File: src/rtl/pcap_dma_buffer_table.sv
// PCAP DMA buffer-address table: FIFO of software-supplied buffer addresses, per-buffer sample
// counting, buffer switching and IRQ status reporting. Optional idle timeout via PCAP_DMA_TIMEOUT_EN.
module pcap_dma_buffer_table #(
  parameter int ADDR_W         = 32,
  parameter int DEPTH          = 32,
  parameter int CNT_W          = 16,
  parameter int TIMEOUT_CYCLES = 1024
) (
  input  logic                       clk_i,
  input  logic                       resetn_i,
  input  logic                       addr_wr_i,
  input  logic [ADDR_W-1:0]          addr_i,
  input  logic                       flush_i,
  input  logic [CNT_W-1:0]           blk_size_i,
  input  logic                       arm_i,
  input  logic                       disarm_i,
  input  logic                       sample_i,
  input  logic                       end_i,
  input  logic                       irq_ack_i,
  output logic [ADDR_W-1:0]          dma_addr_o,
  output logic                       dma_valid_o,
  output logic                       armed_o,
  output logic [$clog2(DEPTH):0]     fill_o,
  output logic                       irq_o,
  output logic [31:0]                irq_status_o
);

  localparam int AW     = $clog2(DEPTH);
  localparam int FILL_W = AW + 1;

  localparam int F_STARTED  = 0;
  localparam int F_BUF_DONE = 1;
  localparam int F_COMPLETE = 2;
  localparam int F_DISARMED = 3;
  localparam int F_UNDERRUN = 4;
  localparam int F_TBL_OVF  = 5;
  localparam int F_TIMEOUT  = 6;
  localparam int F_LOST     = 7;

  typedef enum logic {IDLE, ACTIVE} state_t;

  state_t              state_q, state_d;
  logic [ADDR_W-1:0]   mem_q [DEPTH];
  logic [FILL_W-1:0]   wr_ptr_q, wr_ptr_d, rd_ptr_q, rd_ptr_d;
  logic [ADDR_W-1:0]   addr_q, addr_d;
  logic [CNT_W-1:0]    cnt_q, cnt_d, blk_q, blk_d;
  logic                ovf_q, ovf_d;
  logic                pending_q, pending_d;
  logic                irq_q, irq_d;
  logic [7:0]          flags_q, flags_d;
  logic [CNT_W-1:0]    scnt_q, scnt_d;

  logic [FILL_W-1:0]   fill;
  logic                tbl_empty, tbl_full;
  logic [ADDR_W-1:0]   head;
  logic [CNT_W-1:0]    blk_eff, cnt_inc;
  logic                blk_full, timeout;
  logic                pop, push_ok, flush_do, ovf_now;
  logic                evt_vld;
  logic [7:0]          evt_flags;
  logic [CNT_W-1:0]    evt_cnt;

  assign fill      = wr_ptr_q - rd_ptr_q;
  assign tbl_empty = (fill == '0);
  assign tbl_full  = (fill == FILL_W'(DEPTH));
  assign head      = mem_q[rd_ptr_q[AW-1:0]];
  assign blk_eff   = (blk_size_i == '0) ? CNT_W'(1) : blk_size_i;
  assign cnt_inc   = cnt_q + CNT_W'(sample_i);
  assign blk_full  = (state_q == ACTIVE) && sample_i && (cnt_inc == blk_q);

`ifdef PCAP_DMA_TIMEOUT_EN
  localparam int IW = $clog2(TIMEOUT_CYCLES + 1);
  logic [IW-1:0] idle_q, idle_d;

  // idle_q counts completed sample-free cycles of a partially filled buffer
  assign timeout = (state_q == ACTIVE) && (cnt_q != '0) && !sample_i &&
                   (idle_q == IW'(TIMEOUT_CYCLES - 1));

  always_comb begin
    idle_d = idle_q + IW'(1);
    if (state_q != ACTIVE || sample_i || cnt_q == '0 || timeout) idle_d = '0;
  end

  always_ff @(posedge clk_i or negedge resetn_i) begin
    if (!resetn_i) idle_q <= '0;
    else           idle_q <= idle_d;
  end
`else
  // Never true for a legal parameter value; keeps the parameter referenced.
  assign timeout = (TIMEOUT_CYCLES < 0);
`endif

  always_comb begin
    state_d   = state_q;
    cnt_d     = cnt_q;
    blk_d     = blk_q;
    addr_d    = addr_q;
    pop       = 1'b0;
    evt_vld   = 1'b0;
    evt_flags = '0;
    evt_cnt   = '0;
    case (state_q)
      IDLE: begin
        if (arm_i) begin
          evt_vld = 1'b1;
          if (!tbl_empty) begin
            pop                  = 1'b1;
            addr_d               = head;
            blk_d                = blk_eff;
            cnt_d                = '0;
            state_d              = ACTIVE;
            evt_flags[F_STARTED] = 1'b1;
          end else begin
            evt_flags[F_UNDERRUN] = 1'b1;
          end
        end
      end
      ACTIVE: begin
        cnt_d = cnt_inc;
        if (disarm_i || end_i) begin
          evt_vld               = 1'b1;
          evt_cnt               = cnt_inc;
          evt_flags[F_DISARMED] = disarm_i;
          evt_flags[F_COMPLETE] = !disarm_i;
          evt_flags[F_BUF_DONE] = blk_full;
          cnt_d                 = '0;
          state_d               = IDLE;
        end else if (blk_full || timeout) begin
          evt_vld               = 1'b1;
          evt_cnt               = cnt_inc;
          evt_flags[F_BUF_DONE] = 1'b1;
          evt_flags[F_TIMEOUT]  = timeout;
          cnt_d                 = '0;
          blk_d                 = blk_eff;
          if (!tbl_empty) begin
            pop    = 1'b1;
            addr_d = head;
          end else begin
            evt_flags[F_UNDERRUN] = 1'b1;
            state_d               = IDLE;
          end
        end
      end
      default: state_d = IDLE;
    endcase
  end

  // A push into a full table survives only when a pop frees a slot in the same cycle
  assign flush_do = flush_i && (state_q == IDLE);
  assign push_ok  = addr_wr_i && (!tbl_full || pop) && !flush_do;
  assign ovf_now  = addr_wr_i && tbl_full && !pop && !flush_do;

  always_comb begin
    wr_ptr_d = wr_ptr_q;
    rd_ptr_d = rd_ptr_q;
    if (flush_do) begin
      wr_ptr_d = '0;
      rd_ptr_d = '0;
    end else begin
      if (push_ok) wr_ptr_d = wr_ptr_q + FILL_W'(1);
      if (pop)     rd_ptr_d = rd_ptr_q + FILL_W'(1);
    end
    ovf_d = evt_vld ? 1'b0 : (ovf_q | ovf_now);
  end

  always_comb begin
    irq_d     = evt_vld;
    flags_d   = flags_q;
    scnt_d    = scnt_q;
    pending_d = pending_q & ~irq_ack_i;
    if (evt_vld) begin
      scnt_d    = evt_cnt;
      pending_d = 1'b1;
      if (pending_q && !irq_ack_i)
        flags_d = flags_q | evt_flags | (8'h01 << F_TBL_OVF) & {8{ovf_q | ovf_now}} | (8'h01 << F_LOST);
      else
        flags_d = evt_flags | ((8'h01 << F_TBL_OVF) & {8{ovf_q | ovf_now}});
    end
  end

  always_ff @(posedge clk_i) begin
    if (push_ok) mem_q[wr_ptr_q[AW-1:0]] <= addr_i;
  end

  always_ff @(posedge clk_i or negedge resetn_i) begin
    if (!resetn_i) begin
      state_q   <= IDLE;
      wr_ptr_q  <= '0;
      rd_ptr_q  <= '0;
      addr_q    <= '0;
      cnt_q     <= '0;
      blk_q     <= '0;
      ovf_q     <= 1'b0;
      pending_q <= 1'b0;
      irq_q     <= 1'b0;
      flags_q   <= '0;
      scnt_q    <= '0;
    end else begin
      state_q   <= state_d;
      wr_ptr_q  <= wr_ptr_d;
      rd_ptr_q  <= rd_ptr_d;
      addr_q    <= addr_d;
      cnt_q     <= cnt_d;
      blk_q     <= blk_d;
      ovf_q     <= ovf_d;
      pending_q <= pending_d;
      irq_q     <= irq_d;
      flags_q   <= flags_d;
      scnt_q    <= scnt_d;
    end
  end

  assign dma_addr_o   = addr_q;
  assign dma_valid_o  = (state_q == ACTIVE);
  assign armed_o      = (state_q == ACTIVE);
  assign fill_o       = fill;
  assign irq_o        = irq_q;
  assign irq_status_o = {16'(scnt_q), 8'h00, flags_q};

endmodule
File: config.mk
export PLATFORM = sky130hd
export DESIGN_NAME = pcap_dma_buffer_table
export DESIGN_NICKNAME = d
export VERILOG_FILES = /design/src/rtl/pcap_dma_buffer_table.sv
export SDC_FILE = /design/constraint.sdc
export NUM_CORES = 1
export LEC_CHECK = 0
export ABC_AREA = 1
export CORE_ASPECT_RATIO = 1.1
export CORE_MARGIN = 10
export CORE_UTILIZATION = 30
export CTS_CLUSTER_SIZE = 25
export DETAILED_ROUTE_END_ITERATION = 12
export DONT_BUFFER_PORTS = 1
export MAX_ROUTING_LAYER = met4
export PLACE_DENSITY_LB_ADDON = 0.15
export SLEW_MARGIN = 30
export SYNTH_ARGS = -nofsm -noshare
export SYNTH_HDL_FRONTEND = slang
export SYNTH_SLANG_ARGS = --single-unit
File: constraint.sdc
create_clock -name clk_i -period 4.7 [get_ports clk_i]
set_input_delay 0.705 -clock clk_i [delete_from_list [all_inputs] [get_ports clk_i]]
set_output_delay 0.705 -clock clk_i [all_outputs]
set_load 0.005 [all_outputs]
== Word level (Yosys, flattened, before mapping) ==
Memory sizes are Yosys's and may differ from the RTL's.
Index checks and enable logic that the tools add are counted.

* Equality and inequality tests: 6
* Mux-type cells: 49
* Add/sub/neg operators: 4
* Bitwise operators: 7
* Reduce and logical (&&, ||, !) cells: 23

{| class="wikitable"
|+ Operators by type and width
! operator !! number
|-
| $mux W16 || 12
|-
| $mux W32 || 4
|-
| $pmux W16 S2 || 2
|-
| $pmux W32 S2 || 1
|-
| $mux W6 || 4
|-
| $mux W1 || 19
|-
| $add A16 B1 Y16 || 1
|-
| $eq A16 B16 Y1 || 1
|-
| $logic_not A16 Y1 || 1
|-
| $add A6 B1 Y6 const B || 2
|-
| $logic_and A1 B1 Y1 || 9
|-
| $mux W8 || 1
|-
| $pmux W1 S2 || 4
|-
| $or A7 B5 Y7 || 1
|-
| $or A7 B6 Y7 || 1
|-
| $eq A6 B6 Y1 const B || 1
|-
| $logic_not A6 Y1 || 1
|-
| $ne A2 B2 Y1 const B || 3
|-
| $or A5 B6 Y6 || 1
|-
| $sub A6 B6 Y6 || 1
|-
| $logic_not A1 Y1 || 5
|-
| $reduce_and A4 Y1 || 1
|-
| $reduce_bool A2 Y1 || 2
|-
| $mux W3 || 1
|-
| other kinds (8) || 10
|}

* Output and inout bits: 73
* Bits of input ports: 57
* Register bits after elaboration: 104
* Memory bits (writable): 1024
* Memories: 1
* Logic and storage cells: 101

{| class="wikitable"
|+ Memory list
! memory !! depth !! width !! rd ports !! clocked after memory_dff !! wr ports !! line !! source
|-
| mem_q || 32 || 32 || 1 || 0 || 1 || 43 || <nowiki>logic [ADDR_W-1:0] mem_q [DEPTH];</nowiki>
|}

== Logic depth before layout (Yosys ltp) ==
Gate-level depths: netlist (run 1).

* Depth in word-level cells: 12
* Gate-level depth with buffers: 18
* Depth with buffers taken out: 18

== Worst setup path after synthesis (run 1) ==
OpenSTA, ideal clock, no wires.

* Kind: flip-flop to flip-flop
* From: register rd_ptr_q[2]
* To: memory mem_q[2][0] (enable)
* Path buffers: 3
* Arrival: 4.723 ns
* Required time: 4.239 ns
* Setup slack: -0.485 ns
* Setup time: 0.461 ns
* Clock period less this slack: 5.185 ns
* Stages on the path, launching flop included: 15
* Path through: dfrtp_1 -> inv_2 -> clkbuf_1 -> buf_1 -> ha_1 -> a21oi_1 -> nand2_1 -> xor2_1 -> nor2_1 -> nand2_1 -> nand3_1 -> nand3_2 -> nand2_2 -> buf_6 -> nor3_1

* Word-level cells in the longest chain between the ends: 11
* Elaborated cells on any way between the ends: 14
* Those cells by class: 1 x add/sub; 1 x eq/ne; 7 x mux; 5 x reduce/logical

{| class="wikitable"
|+ RTL lines
! item !! line !! source
|-
| start, declared || 44 || <nowiki>logic [FILL_W-1:0] wr_ptr_q, wr_ptr_d, rd_ptr_q, rd_ptr_d;</nowiki>
|-
| start signal, assigned || 201 || <nowiki>rd_ptr_q <= rd_ptr_d;</nowiki>
|-
| $sub A6 B6 Y6 * || 63 || <nowiki>assign fill = wr_ptr_q - rd_ptr_q;</nowiki>
|-
| net fill_o[3] || 23 || <nowiki>output logic [$clog2(DEPTH):0] fill_o,</nowiki>
|-
| $logic_not A6 Y1 || 64 || <nowiki>assign tbl_empty = (fill == '0);</nowiki>
|-
| $mux W1 || 106, 135 ||
|-
| $mux W1 || 128 || <nowiki>end else if (blk_full || timeout) begin</nowiki>
|-
| $mux W1 || 120 || <nowiki>if (disarm_i || end_i) begin</nowiki>
|-
| $pmux W1 S2 || 102 || <nowiki>case (state_q)</nowiki>
|-
| $logic_or A1 B1 Y1 * || 150 || <nowiki>assign push_ok = addr_wr_i && (!tbl_full || pop) && !flush_do;</nowiki>
|-
| $logic_and A1 B1 Y1 * (2 in a row) || 150 ||
|-
| $mux W1 * || 182 || <nowiki>if (push_ok) mem_q[wr_ptr_q[AW-1:0]] <= addr_i;</nowiki>
|-
| $mux W1 (implied by the code) * || 182 ||
|-
| end, declared || 43 ||
|}

The timed path passes the listed nets; every way through them passes the cells marked *.

== Worst setup path in the final report (run 1) ==
* From: register rd_ptr_q[2]
* To: memory mem_q[17][2] (enable)

Same word-level chain as after synthesis.

==> reports/results.txt, run 1 <==
Initial Utilization -> 30.1%
Die ar. -> 0.166 mm2
Period utilization -> 87.4%
Comb pwr share -> 24.4%
Crit Path Category -> reg -> reg
Net Sw Power -> 0.00952 W
Simple-Gate Fraction of Synth Area -> 9.84%
Peak fanout along the critical path -> 33
Via-per-instance ratio -> 5.15
Synth Area per Inst -> 13.0 um2
Synthesized flop and latch total -> 1,127
Outcome -> complete, no violations
Hold Crit Endpoint -> mem_q[5][14]
RSZ-0062 raised after global routing -> no
Vias -> 28.4k
Row Count -> 149
Placed inst area -> 0.0475 mm2
Antenna violations before repair -> 10
Post-synthesis mux area share -> 0%
Largest family of logic cells by synthesized area -> compound AO/OA/AOI/OAI gates
Core area -> 0.150 mm2
Half-perimeter wire length after placement -> 84.6 mm
Synth Area in Adders -> 0.378%
PwrDens -> 549 mW/mm2
Worst Setup Start Kind -> register
Type of the worst min-delay path -> in -> reg
Gr usage total -> 17.4%
Nets -> 3,524
WL final -> 143 mm
Achievable Freq -> 243 MHz
Clk_skew -> 0.0317 ns
Slew margin rel. -> 33.5%
IO Port Bufs -> 0
Post-route cell area -> 0.0515 mm2
CTS tree -> built
Netlist Area Pre-Place -> 0.0450 mm2
Tmin final -> 4.11 ns
Clk root buf -> clkbuf_16
Max cap viols -> 0
Die height -> 426 um
Clk pwr share -> 33.9%
Switching share of power -> 33.6%
Largest net degree at the start of global routing -> 182
H-tree levels -> 3
Mapped Cells -> 3,472
Data arrival, critical path -> 4.46 ns
Routability cong. -> 0.800
Routed len/inst -> 25.9 um
Drt drc -> 0
Final setup violation count -> 0
Total gr overflow -> 0
IO Count -> 130
Flop pwr share -> 41.7%
Worst skew pair latency -> 0.74 ns
Area Growth Syn to Fin -> 14.4%
Min-delay src -> addr_i[14]
TritonCTS Buffers -> 121
Final antenna-violating net count -> 0
Global-route wire length before repair -> 208 mm
Slew @ Worst Pin -> 0.994 ns
Die W -> 389 um
Drt pass-1 iters -> 5
Peak supply drop -> 0.411 mV
Clk buf depth -> 3
Seq/Total Area, Yosys -> 74.0%
Dpl ws -> 0.639 ns
Num Clock Sinks -> 1,127
Layout cells sized above 1 -> 9.39%
Reg-to-reg slack, setup -> 0.59 ns
Leakage -> 16.8 nW
Final Max Slew Viols -> 0
R2R depth -> 13
Synth warn -> 0
Final setup margin -> 0.590 ns
Reg-to-reg startpoint -> rd_ptr_q[2]
CP Data Required Time -> 5.05 ns
Fin. Hold Viols -> 0
RR Endpoint -> mem_q[17][2]
Hold Crit Depth -> 0
XOR/XNOR Fraction of Synth Area -> 0.353%
Clk slew on worst S/H paths -> 0.06 ns
Compound-Gate Fraction of Synth Area -> 12.4%
Vias in the first global route -> 28.2k
Crit end category -> register
Detailed router's first-iteration violation count -> 2,077
Int Power -> 0.0188 W
Netlist cell types -> 44
final cells by class:
cell class	count	area, um2
diodes	1	2.50
flip-flops and latches	1127	33300
inverters	93	372
clock inverters	68	614
repair buffers	102	897
clock buffers	159	3330
well taps	1963	2460
multi-input cells	2009	10500
fillers	14700	98000
critical path, stage by stage (launching register included):
cell and delay (ns):
dfrtp_4 0.57, inv_6 0.29, ha_1 0.36, a21oi_1 0.20, nand2_1 0.09, xor2_1 0.41, nor2_1 0.13, a21oi_1 0.17
nand3_1 0.15, nand3_2 0.14, nand2_2 0.06, buf_4 0.30, nor3_2 0.17, buf_4 0.57
routing by layer:
| layer | global-route usage [%] | wire, um | up-vias |
|---|---|---|---|
| li1 | - | - | 13000 |
| met4 | 6.68 | 5360 | 0 |
| met3 | 3.01 | 7480 | 214 |
| met2 | 28.2 | 69300 | 708 |
| met1 | 21.6 | 60900 | 14500 |
| met5 | - | 0 | - |
cell usage in the layout (no fill, tap or decap), drive strengths merged:
cell type	instances
edfxtp	1024
o21ai	594
nor2	543
nand2	240
nand3	215
o221ai	211
clkbuf	159
dfrtp	103
buf	99
inv	94
clkinv	53
o22ai	45
o211ai	45
nor3	35
nand4	15
ha	12
bufinv	11
a21oi	11
xor2	9
conb	9
nor4	5
xnor2	4
o31ai	4
clkinvlp	3
dlygate4sd3	3
o21bai	2
nand3b	2
xnor3	2
diode	1
or2	1
a21boi	1
a22oi	1
a41oi	1
o21a	1
fa	1
synth_stat cells, drive strengths merged:
library cell,instances,area [um2]
edfxtp,1024,30700
o21ai,594,2980
nor2,543,2070
nand2,240,945
nand3,215,1090
o221ai,211,1850
clkbuf,208,781
dfrtp,103,2580
inv,88,330
o211ai,45,338
o22ai,45,282
buf,43,245
nor3,35,175
nand4,15,93.8
ha,12,150
a21oi,11,58.8
xor2,9,78.8
clkinv,5,18.8
nor4,5,31.3
o31ai,4,30.0
xnor2,4,35.0
nand3b,2,15.0
o21bai,2,15.0
xnor3,2,45.0
a21boi,1,7.51
a22oi,1,7.51
a41oi,1,8.76
conb,1,3.75
fa,1,20.0
o21a,1,7.51
or2,1,6.26
power by group through the flow:
stage / Clock (W) / Sequential [W] / Combinational, W
after detailed placement: 0 / 0.0120 / 0.00700
final: 0.00960 / 0.0118 / 0.00691
after floorplan: 0 / 0.0119 / 0.00431
after global routing: 0.0102 / 0.0119 / 0.00764
after CTS: 0.00983 / 0.0118 / 0.00705
after global placement: 0 / 0.0120 / 0.00705
state kept, by name, indices dropped and copies added, names as in the netlist:
| signal | flops |
|---|---|
| armed_o | 1 |
| blk_q | 16 |
| cnt_q | 16 |
| dma_addr_o | 32 |
| flags_q | 7 |
| irq_o | 1 |
| mem_q | 1024 |
| ovf_q | 1 |
| pending_q | 1 |
| rd_ptr_q | 6 |
| scnt_q | 16 |
| wr_ptr_q | 6 |
stage by stage:
step           hold slack, ns  TNS (ns)  utilization, %  instances  total power (W)
4_1_cts               0.00758         0            34.5       5521           0.0287
2_1_floorplan           0.409   -487.62               -       3480           0.0162
5_1_grt                0.0313         0            34.5       5521           0.0297
3_3_place_gp            0.413         0            31.8       5290           0.0191
6_report               0.0745         0            34.5       5522           0.0283
3_5_place_dp            0.413         0            31.8       5290           0.0190
logic make-up after synthesis:
kind of cell               Yosys count
and+or+nand+nor                   1056
DFF                               1127
other                                1
xor gates and xnor gates            15
buffers and inverters              344
AOI/OAI and AO/OA                  916
adders and majority gates           13
what timing repair did:
action | in CTS | in global routing
endpoints found under the hold margin | 105 | 0
hold buffers | 4 | 0
setup buffers | 0 | 0
resized for setup | 0 | 0
worst max path at each step:
| stage | startpoint | endpoint | slack [ns] |
|---|---|---|---|
| after floorplan | rd_ptr_q[2] | mem_q[2][0] | -0.48 |
| after global placement | rd_ptr_q[2] | mem_q[17][10] | 0.71 |
| after detailed placement | rd_ptr_q[2] | mem_q[16][24] | 0.64 |
| after CTS | rd_ptr_q[2] | mem_q[16][2] | 0.60 |
| after global routing | rd_ptr_q[2] | mem_q[22][31] | 0.36 |
| final | rd_ptr_q[2] | mem_q[17][2] | 0.59 |
(Power assumes the default switching activity.)
==> run 2: changes to the inputs <==
Settings changed: RECOVER_POWER from default to 25.
==> results of run 2 <==
Same layout as run 1: the final DEF is identical, and so are final timing and power.
